**config.mk**
```make
export PLATFORM = sky130hd
export DESIGN_NAME = clk_ratio_monitor
export DESIGN_NICKNAME = d
export VERILOG_FILES = /design/src/rtl/clk_mon_pkg.sv /design/src/rtl/clk_period_meter.sv /design/src/rtl/clk_ratio_monitor.sv
export SDC_FILE = /design/constraint.sdc
export NUM_CORES = 1
export LEC_CHECK = 0
export CAP_MARGIN = 20
export CORE_MARGIN = 2
export CORE_UTILIZATION = 50
export DETAILED_ROUTE_END_ITERATION = 8
export GPL_ROUTABILITY_DRIVEN = 0
export PLACE_DENSITY = 0.71
export SYNTH_ARGS = -nofsm -noshare
export SYNTH_HDL_FRONTEND = slang
export SYNTH_SLANG_ARGS = --single-unit
```
**constraint.sdc**
```tcl
create_clock -name clk -period 3 [get_ports clk]
set_clock_uncertainty 0.15 [all_clocks]
set_input_delay 0.6 -clock clk [delete_from_list [all_inputs] [get_ports clk]]
set_output_delay 0.6 -clock clk [all_outputs]
set_load 0.005 [all_outputs]
```
**src/rtl/clk_mon_pkg.sv**
```systemverilog
// Shared types and default ratios for the divided-clock period monitor.
package clk_mon_pkg;

  typedef enum logic [1:0] {
    ACQ    = 2'd0,
    TRACK  = 2'd1,
    LOCKED = 2'd2
  } mon_state_t;

  localparam int DEF_CNT_W    = 8;
  localparam int DEF_EXP_WPER = 4;
  localparam int DEF_EXP_RPER = 6;
  localparam int DEF_TOL      = 0;
  localparam int DEF_LOCK_CNT = 4;
  localparam int DEF_TIMEOUT  = 64;

endpackage

```
**src/rtl/clk_period_meter.sv**
```systemverilog
// One channel: synchronise a divided clock, time its period in clk cycles,
// and track lock/error against the expected ratio.
module clk_period_meter
  import clk_mon_pkg::*;
#(
  parameter int CNT_W    = DEF_CNT_W,
  parameter int EXP      = DEF_EXP_WPER,
  parameter int TOL      = DEF_TOL,
  parameter int LOCK_CNT = DEF_LOCK_CNT,
  parameter int TIMEOUT  = DEF_TIMEOUT
) (
  input  logic             clk,
  input  logic             reset,
  input  logic             en,
  input  logic             err_clr,
  input  logic             div_clk,
  output logic [CNT_W-1:0] per,
  output logic             per_valid,
  output logic             lock,
  output logic             err
);

  localparam int MC_W = $clog2(LOCK_CNT + 1);
  localparam logic [CNT_W:0]   EXP_X = (CNT_W + 1)'(EXP);
  localparam logic [CNT_W:0]   TOL_X = (CNT_W + 1)'(TOL);
  localparam logic [CNT_W-1:0] TMO_C = CNT_W'(TIMEOUT);
  localparam logic [MC_W-1:0]  MC_LAST = MC_W'(LOCK_CNT - 1);

  logic s1, s2, s3;
  logic rise;
  logic [CNT_W-1:0] cnt;
  logic [MC_W-1:0]  match_cnt;
  mon_state_t state;

  logic [CNT_W:0] cnt_x;
  logic [CNT_W:0] diff;
  logic match;
  logic tmo;
  logic err_set;

  assign rise  = s2 & ~s3;
  assign cnt_x = {1'b0, cnt};

  always_comb begin
    diff  = (cnt_x >= EXP_X) ? cnt_x - EXP_X : EXP_X - cnt_x;
    match = diff <= TOL_X;
  end

  // A missing edge only counts as a fault once the channel had locked.
  assign tmo     = ~rise & (cnt == TMO_C);
  assign err_set = en & (state == LOCKED) & ((rise & ~match) | tmo);

  always_ff @(posedge clk) begin
    if (reset) begin
      s1        <= 1'b0;
      s2        <= 1'b0;
      s3        <= 1'b0;
      cnt       <= '0;
      match_cnt <= '0;
      state     <= ACQ;
      per       <= '0;
      per_valid <= 1'b0;
      lock      <= 1'b0;
      err       <= 1'b0;
    end else begin
      s1        <= div_clk;
      s2        <= s1;
      s3        <= s2;
      per_valid <= 1'b0;

      if (err_set)
        err <= 1'b1;
      else if (err_clr)
        err <= 1'b0;

      if (!en) begin
        state     <= ACQ;
        cnt       <= '0;
        match_cnt <= '0;
        lock      <= 1'b0;
      end else begin
        if (rise)
          cnt <= CNT_W'(1);
        else if (cnt != '1)
          cnt <= cnt + 1'b1;

        unique case (state)
          ACQ: begin
            if (rise)
              state <= TRACK;
          end
          TRACK: begin
            if (rise) begin
              per       <= cnt;
              per_valid <= 1'b1;
              if (!match) begin
                match_cnt <= '0;
              end else begin
                match_cnt <= match_cnt + 1'b1;
                if (match_cnt == MC_LAST) begin
                  state <= LOCKED;
                  lock  <= 1'b1;
                end
              end
            end else if (tmo) begin
              match_cnt <= '0;
              state     <= ACQ;
            end
          end
          LOCKED: begin
            if (rise) begin
              per       <= cnt;
              per_valid <= 1'b1;
              if (!match) begin
                lock      <= 1'b0;
                match_cnt <= '0;
                state     <= TRACK;
              end
            end else if (tmo) begin
              lock      <= 1'b0;
              match_cnt <= '0;
              state     <= ACQ;
            end
          end
          default: state <= ACQ;
        endcase
      end
    end
  end

endmodule

```
**src/rtl/clk_ratio_monitor.sv**
```systemverilog
// Write/read divided-clock checker: one period meter per channel,
// shared enable and error clear.
module clk_ratio_monitor
  import clk_mon_pkg::*;
#(
  parameter int CNT_W    = DEF_CNT_W,
  parameter int EXP_WPER = DEF_EXP_WPER,
  parameter int EXP_RPER = DEF_EXP_RPER,
  parameter int TOL      = DEF_TOL,
  parameter int LOCK_CNT = DEF_LOCK_CNT,
  parameter int TIMEOUT  = DEF_TIMEOUT
) (
  input  logic             clk,
  input  logic             reset,
  input  logic             en,
  input  logic             err_clr,
  input  logic             wclk_in,
  input  logic             rclk_in,
  output logic [CNT_W-1:0] wper,
  output logic             wper_valid,
  output logic             wlock,
  output logic             werr,
  output logic [CNT_W-1:0] rper,
  output logic             rper_valid,
  output logic             rlock,
  output logic             rerr
);

  clk_period_meter #(
    .CNT_W    (CNT_W),
    .EXP      (EXP_WPER),
    .TOL      (TOL),
    .LOCK_CNT (LOCK_CNT),
    .TIMEOUT  (TIMEOUT)
  ) u_wmeter (
    .clk       (clk),
    .reset     (reset),
    .en        (en),
    .err_clr   (err_clr),
    .div_clk   (wclk_in),
    .per       (wper),
    .per_valid (wper_valid),
    .lock      (wlock),
    .err       (werr)
  );

  clk_period_meter #(
    .CNT_W    (CNT_W),
    .EXP      (EXP_RPER),
    .TOL      (TOL),
    .LOCK_CNT (LOCK_CNT),
    .TIMEOUT  (TIMEOUT)
  ) u_rmeter (
    .clk       (clk),
    .reset     (reset),
    .en        (en),
    .err_clr   (err_clr),
    .div_clk   (rclk_in),
    .per       (rper),
    .per_valid (rper_valid),
    .lock      (rlock),
    .err       (rerr)
  );

endmodule
```
==> results of run 1 <==
[worst max path at each step]
stage | start | end | slack [ns] | cells past startpoint
4_1_cts | u_rmeter.cnt[1] | u_rmeter.state[1] | 0.51 | 6
5_1_grt | u_rmeter.cnt[1] | u_rmeter.state[1] | 0.37 | 6
2_1_floorplan | u_rmeter.cnt[1] | u_rmeter.state[0] | 0.69 | 6
3_5_place_dp | u_rmeter.cnt[1] | u_rmeter.state[1] | 0.53 | 6
6_report | u_rmeter.cnt[1] | u_rmeter.match_cnt[0] | 0.50 | 6
3_3_place_gp | en | u_rmeter.state[0] | 0.59 | 6
[cells in the mapped netlist, types with 2 or more instances]
master     number  area [µm²]
o21ai_0         7        35.0
nor4b_1         3        26.3
a211o_1         2        17.5
nor2_1         26        97.6
clkbuf_1        9        33.8
dfxtp_1        54        1080
a21o_1          2        15.0
a22oi_1         3        22.5
or2_2           2        12.5
or4_1           2        15.0
buf_2           3        15.0
and3_1          5        31.3
nand3_1         9        45.0
a211oi_1        3        22.5
a21oi_1        32         160
a31oi_1         2        12.5
inv_1          18        67.6
nor2b_1         9        56.3
nor3_1         12        60.1
o41ai_1         2        17.5
o2bb2ai_1       2        17.5
nand2_1        57         214
nand3b_1        4        30.0
xnor2_1         7        61.3
nor4_1          3        18.8
nand4_1         3        18.8
nand2b_1        6        37.5
or3b_2          2        17.5
ha_1           24         300
o211ai_1        2        15.0
[critical path, cell delays in order (launching register included)]
cell and delay, ns:
dfxtp_1 0.55, ha_1 0.32, or3b_2 0.48, a211oi_1 0.37
o31a_1 0.28, o21ba_2 0.18, mux2_2 0.14
[cell type report]
cell class	count	area, µm²	area share, %
tap	72	90.1	2.76
sequential	54	1080	33.2
timing repair buffer	32	308	9.45
clock buffer	5	68.8	2.11
multi-input combinational	256	1620	49.7
clock inverter	3	25.0	0.768
inverter	18	67.6	2.07
[sequential cells by signal, summed over array words and instances, names as in the netlist]
name                cells
u_wmeter.s1             1
u_wmeter.match_cnt      3
u_rmeter.s3             1
u_rmeter.per            8
u_wmeter.lock           1
u_rmeter.err            1
u_wmeter.err            1
u_wmeter.cnt            8
u_wmeter.per            8
u_wmeter.s2             1
u_rmeter.per_valid      1
u_wmeter.s3             1
u_rmeter.s1             1
u_wmeter.state          2
u_rmeter.state          2
u_rmeter.s2             1
u_rmeter.match_cnt      3
u_wmeter.per_valid      1
u_rmeter.cnt            8
u_rmeter.lock           1
[report_power, final]
part,total (µW),switching [µW],leakage (µW),internal [µW]
clock,429,260,0.0000447,169
sequential,730,7.01,0.000437,723
combinational,69.0,40.0,0.000665,29.0
total,1230,307,0.00115,922
[logic make-up after synthesis]
family                     synth area share, %
adders and majority gates                 10.6
buffers and inverters                     4.64
muxes                                    0.752
and+or+nand+nor                           26.4
AOI/OAI and AO/OA                         16.9
xor gates and xnor gates                  2.48
DFF                                       38.2
[through the flow]
step                      instances  total power (µW)
after floorplan                 342               792
after global placement          432               815
after detailed placement        432               816
after CTS                       440              1240
after global routing            440              1280
final                           440              1230
[layer usage]
layer / vias up / track usage (%) / wire length (µm)
li1: 1238 / - / -
met1: 1112 / 23.7 / 2750
met2: 37 / 34.9 / 2880
met3: 8 / 3.86 / 169
met4: 0 / 6.55 / 68
met5: - / 0 / 0
==> summary.md, run 1 <==
| Metric | Value |
|---|---|
| Status | finished clean |
| Clock Sinks | 54 |
| Starting DRT DRC Count | 80 |
| Worst slew margin | 48.7% |
| RSZ-0062 raised after global routing | false |
| Largest net degree at the start of global routing | 20 |
| Root buf cell | clkbuf_8 |
| Max rail drop VDD | 290 µV |
| Drt wl/cell | roughly 13 µm |
| Layout cells sized above 1 | around 6.3% |
| DRC Markers | 0 |
| Fmax | approximately 400 MHz |
| Finished Core Util | approximately 60% |
| Avg Inst Size Synth | roughly 8.3 µm² |
| Resized Gates After CTS | 0 |
| Crit path kind | reg2reg |
| Vias in the first global route | roughly 2.2k |
| Most frequent cells in the layout | nand2_1 (57), dfxtp_1 (54), a21oi_1 (32) |
| Synthesized instance count | 342 |
| Num CTS Buffers | 5 |
| Reg2reg setup slack | between 0.5 and 0.6 ns |
| Sequential fraction of the synthesis area | a little under two fifths |
| Final instance area | between 3000 and 4000 µm² |
| # setup viols final | 0 |
| Area Overhead vs Synth | 15.1% |
| Main flop type after synthesis | dfxtp_1 |
| Clk pin slew, worst setup/hold paths | 0.10 ns |
| Post-route ant nets | 0 |
| Hold depth | 1 |
| Core outline area | approximately 5500 µm² |
| Critical path data required time | between 3 and 4 ns |
| Worst hold slack | between 0.2 and 0.3 ns |
| Die Area | roughly 6300 µm² |
| Htree depth | 2 |
| Worst reg2reg path depth | 6 |
| Number of fill cells in the layout | 519 |
| Pre-CTS setup slack | approximately 0.53 ns |
| Synth Net Count | about 370 |
| Hold_buf cts | 0 |
| DP Wirelength | around 4300 µm |
| Post-synth ARST share | 0% |
| Syn. warnings | 0 |
| Diode count | 0 |
| FF+latch count, synth | 54 |
| Worst-skew pair later-pin latency | roughly 0.32 ns |
| R2R Path End | u_rmeter.match_cnt[0] |
| Worst Setup End Kind | flip-flop |
| Setup ws final | a little over 0.5 ns |
| Startpoint types | flip-flop |
| Power Density | 377 nW/µm² |
| Nets | 397 |
| Arrival @ worst endpoint | ~2.6 ns |
| Max Cap Viol | 0 |
| Worst R2R Start | u_rmeter.cnt[1] |
| Crit-path max FO | 11 |
| Setup TNS | 0 ns |
| Die Ht | a little under 80 µm |
| Initial antenna violation count | 0 |
| Pleak | roughly 0.0011 µW |
| Post-Syn Area | approximately 2800 µm² |
| Post-synth EDFFs | 0 |
| Row Count | 27 |
| Via count | approximately 2.4k |
| IO Count | 28 |
| First-pass GRT wire length | 10000 µm |
| Max-slew violation count | 0 |
| Hold Path Origin | u_wmeter.s1 |
| Worst slew pin tran | 0.764 ns |
| Postcts setup bufs | 0 |
| CTS tree | yes |
| HP Class | reg2reg |
| Via density | around 5.4 |
| GRT Residual Overflow | 0 |
| Final period util | a little over four fifths |
| Final WL | between 5000 and 6000 µm |
| Final Hold Vio Count | 0 |
| WHS Endpoint | u_wmeter.s2 |
| Die X | 79.2 µm |
| Placed cell area | about 3200 µm² |
| Most common cell after layout, fill and taps aside | nand2_1 |
| IO buf count | 27 |
| Crit path time final | between 2 and 2.5 ns |
| CTS Buffer Depth | 2 |
| Synth unique cells | between 50 and 60 |
| Pre-antenna DRT Iters | 4 |
| Initial core utilization | 51.7% |
| Gr usage total | 19.7% |
No activity file was read; power rests on OpenSTA's default activity.
==> run 2: changes to the inputs <==
--- a/config.mk
+++ b/config.mk
@@ -10,7 +10,7 @@
 export CORE_UTILIZATION = 50
 export DETAILED_ROUTE_END_ITERATION = 8
 export GPL_ROUTABILITY_DRIVEN = 0
-export PLACE_DENSITY = 0.71
+export PLACE_DENSITY = 0.74
 export SYNTH_ARGS = -nofsm -noshare
 export SYNTH_HDL_FRONTEND = slang
 export SYNTH_SLANG_ARGS = --single-unit
==> constraint.sdc (replaced) <==
create_clock -name clk -period 2.1 [get_ports clk]
set_clock_uncertainty 0.15 [all_clocks]
set_input_delay 0.42 -clock clk [delete_from_list [all_inputs] [get_ports clk]]
set_output_delay 0.42 -clock clk [all_outputs]
set_load 0.005 [all_outputs]
==> run 2 against run 1 <==
Compared with the run above:
- the flow now finishes with violations (setup timing)
- critical path depth is 1 higher
- global-route usage grew 3.1 points
- power increased by 51%
- critical path type unchanged
==> summary.md, run 2 (same netlist as run 1, synthesis figures left out) <==
| Metric | Value |
|---|---|
| Status | complete, but fails checks |
| Failing checks | setup timing |
| GRT Residual Overflow | 0 |
| Pleak | 0.00140 µW |
| Max-slew violation count | 0 |
| Vias in the first global route | about 2.5k |
| Num CTS Buffers | 5 |
| RSZ-0062 raised after global routing | true |
| Setup ws final | -0.0310 ns |
| First-pass GRT wire length | 11400 µm |
| Die X | between 70 and 80 µm |
| DP Wirelength | between 4000 and 5000 µm |
| Hold depth | 1 |
| IO Count | 28 |
| Starting DRT DRC Count | 169 |
| CTS tree | yes |
| Core outline area | ~5500 µm² |
| Clock Sinks | 54 |
| Most common cell after layout, fill and taps aside | nand2_1 |
| Hold Path Origin | u_wmeter.s1 |
| WHS Endpoint | u_wmeter.s2 |
| Nets | approximately 440 |
| Most frequent cells in the layout | nand2_1 (57), dfxtp_1 (50), buf_4 (47) |
| Worst R2R Start | u_rmeter.cnt[0] |
| Row Count | 27 |
| Die Ht | roughly 79 µm |
| Startpoint types | flip-flop |
| Final Hold Vio Count | 0 |
| # setup viols final | 5 |
| Root buf cell | clkbuf_8 |
| Area Overhead vs Synth | 31.3% |
| CTS Buffer Depth | 2 |
| IO buf count | 27 |
| Worst slew pin tran | about 0.49 ns |
| Critical path data required time | between 2 and 2.5 ns |
| Worst reg2reg path depth | 7 |
| Reg2reg setup slack | -0.03 ns |
| Hold_buf cts | 0 |
| Power Density | about 500 nW/µm² |
| Final WL | 6910 µm |
| Die Area | approximately 6300 µm² |
| Worst Setup End Kind | flip-flop |
| Arrival @ worst endpoint | 2.24 ns |
| Post-route ant nets | 0 |
| Crit-path max FO | 4 |
| Pre-CTS setup slack | -0.0725 ns |
| Initial antenna violation count | 0 |
| Clk pin slew, worst setup/hold paths | 0.09 ns |
| Max rail drop VDD | around 300 µV |
| CP startpoint | u_rmeter.cnt[0] |
| Gr usage total | a little under a quarter |
| Final period util | 101% |
| Initial core utilization | 51.7% |
| Layout cells sized above 1 | between 20 and 25% |
| Number of fill cells in the layout | 457 |
| Via density | around 5.5 |
| Diode count | 0 |
| Via count | about 2.7k |
| Cell Count, Final, Fillers Out | 482 |
| CP peak stage delay | ~0.51 ns |
| HP Class | reg2reg |
| Pre-antenna DRT Iters | 4 |
| R2R Path End | u_rmeter.match_cnt[0] |
| Crit path time final | 2.13 ns |
| Crit path kind | reg2reg |
| Setup TNS | -0.0756 ns |
| Max Cap Viol | 0 |
| Worst slew margin | 67.1% |
| Drt wl/cell | 14.3 µm |
| Largest net degree at the start of global routing | 20 |
| Htree depth | 2 |
| Cell chain of the critical path | inv_2, ha_4, or4b_4, a211oi_4, o31a_1, o21ba_4, mux2_4 |
| Slowest CP cell | or4b_4 |
| Worst-skew pair later-pin latency | between 0.3 and 0.4 ns |
| Fmax | ~470 MHz |
| Placed cells | 472 |
| DRC Markers | 0 |
## run 2: how the worst max path moves through the flow
| stage | slack [ns] | endpoint |
|---|---|---|
| 2_1_floorplan | -0.03 | u_rmeter.state[0] |
| 3_3_place_gp | -0.05 | u_rmeter.state[0] |
| 3_5_place_dp | -0.07 | u_rmeter.state[0] |
| 4_1_cts | -0.02 | u_rmeter.match_cnt[0] |
| 5_1_grt | -0.10 | u_rmeter.match_cnt[0] |
| 6_report | -0.03 | u_rmeter.match_cnt[0] |
## run 2: metrics by stage
step / utilization, % / area (µm²) / power (µW) / hold slack [ns]
floorplan: - / 2870 / 1130 / 0.264
global placement: 64.0 / 3500 / 1190 / 0.276
detailed placement: 64.0 / 3500 / 1200 / 0.272
CTS: 67.6 / 3700 / 1870 / 0.295
global route: 67.9 / 3720 / 1930 / 0.310
finish: 67.9 / 3720 / 1850 / 0.292
## run 2: cell type report
class                           count  area [µm²]  share of cell area [%]
Multi-Input combinational cell    256        1740                    46.7
Sequential cell                    54        1090                    29.4
Timing Repair Buffer               74         623                    16.8
Clock buffer                        8         110                    2.96
Tap cell                           72        90.1                    2.42
Inverter                           18        67.6                    1.82
## run 2: worst max-delay path: cells and delay by family, from the launching register on
family | cells | cell delay (ns)
AOI/OAI and AO/OA | 3 | 0.71
adders and majority gates | 1 | 0.14
buffers and inverters | 1 | 0.09
DFF | 1 | 0.34
muxes | 1 | 0.13
and+or+nand+nor | 1 | 0.51
## run 2: power by group
| group | leakage (µW) | internal, µW | switching (µW) | total, µW |
|---|---|---|---|---|
| clock network | 0.0000575 | 334 | 336 | 670 |
| logic | 0.000900 | 72.5 | 72.9 | 145 |
| registers | 0.000439 | 1030 | 7.68 | 1040 |
## run 2: what timing repair did
action	4_1_cts	5_1_grt
pin swaps	6	5
resized for setup	16	5
endpoints found under the hold margin	0	0
setup buffers	2	0
cloned	0	0
setup endpoints to repair	8	13
## run 2: routing by layer
| metal | part of all wire [%] | GRT usage [%] | vias up |
|---|---|---|---|
| li1 | - | - | 1330 |
| met3 | 4.5 | 5.11 | 14 |
| met5 | 0 | 0 | - |
| met4 | 2.1 | 10.0 | 0 |
| met1 | 47 | 29.7 | 1228 |
| met2 | 47 | 36.0 | 79 |
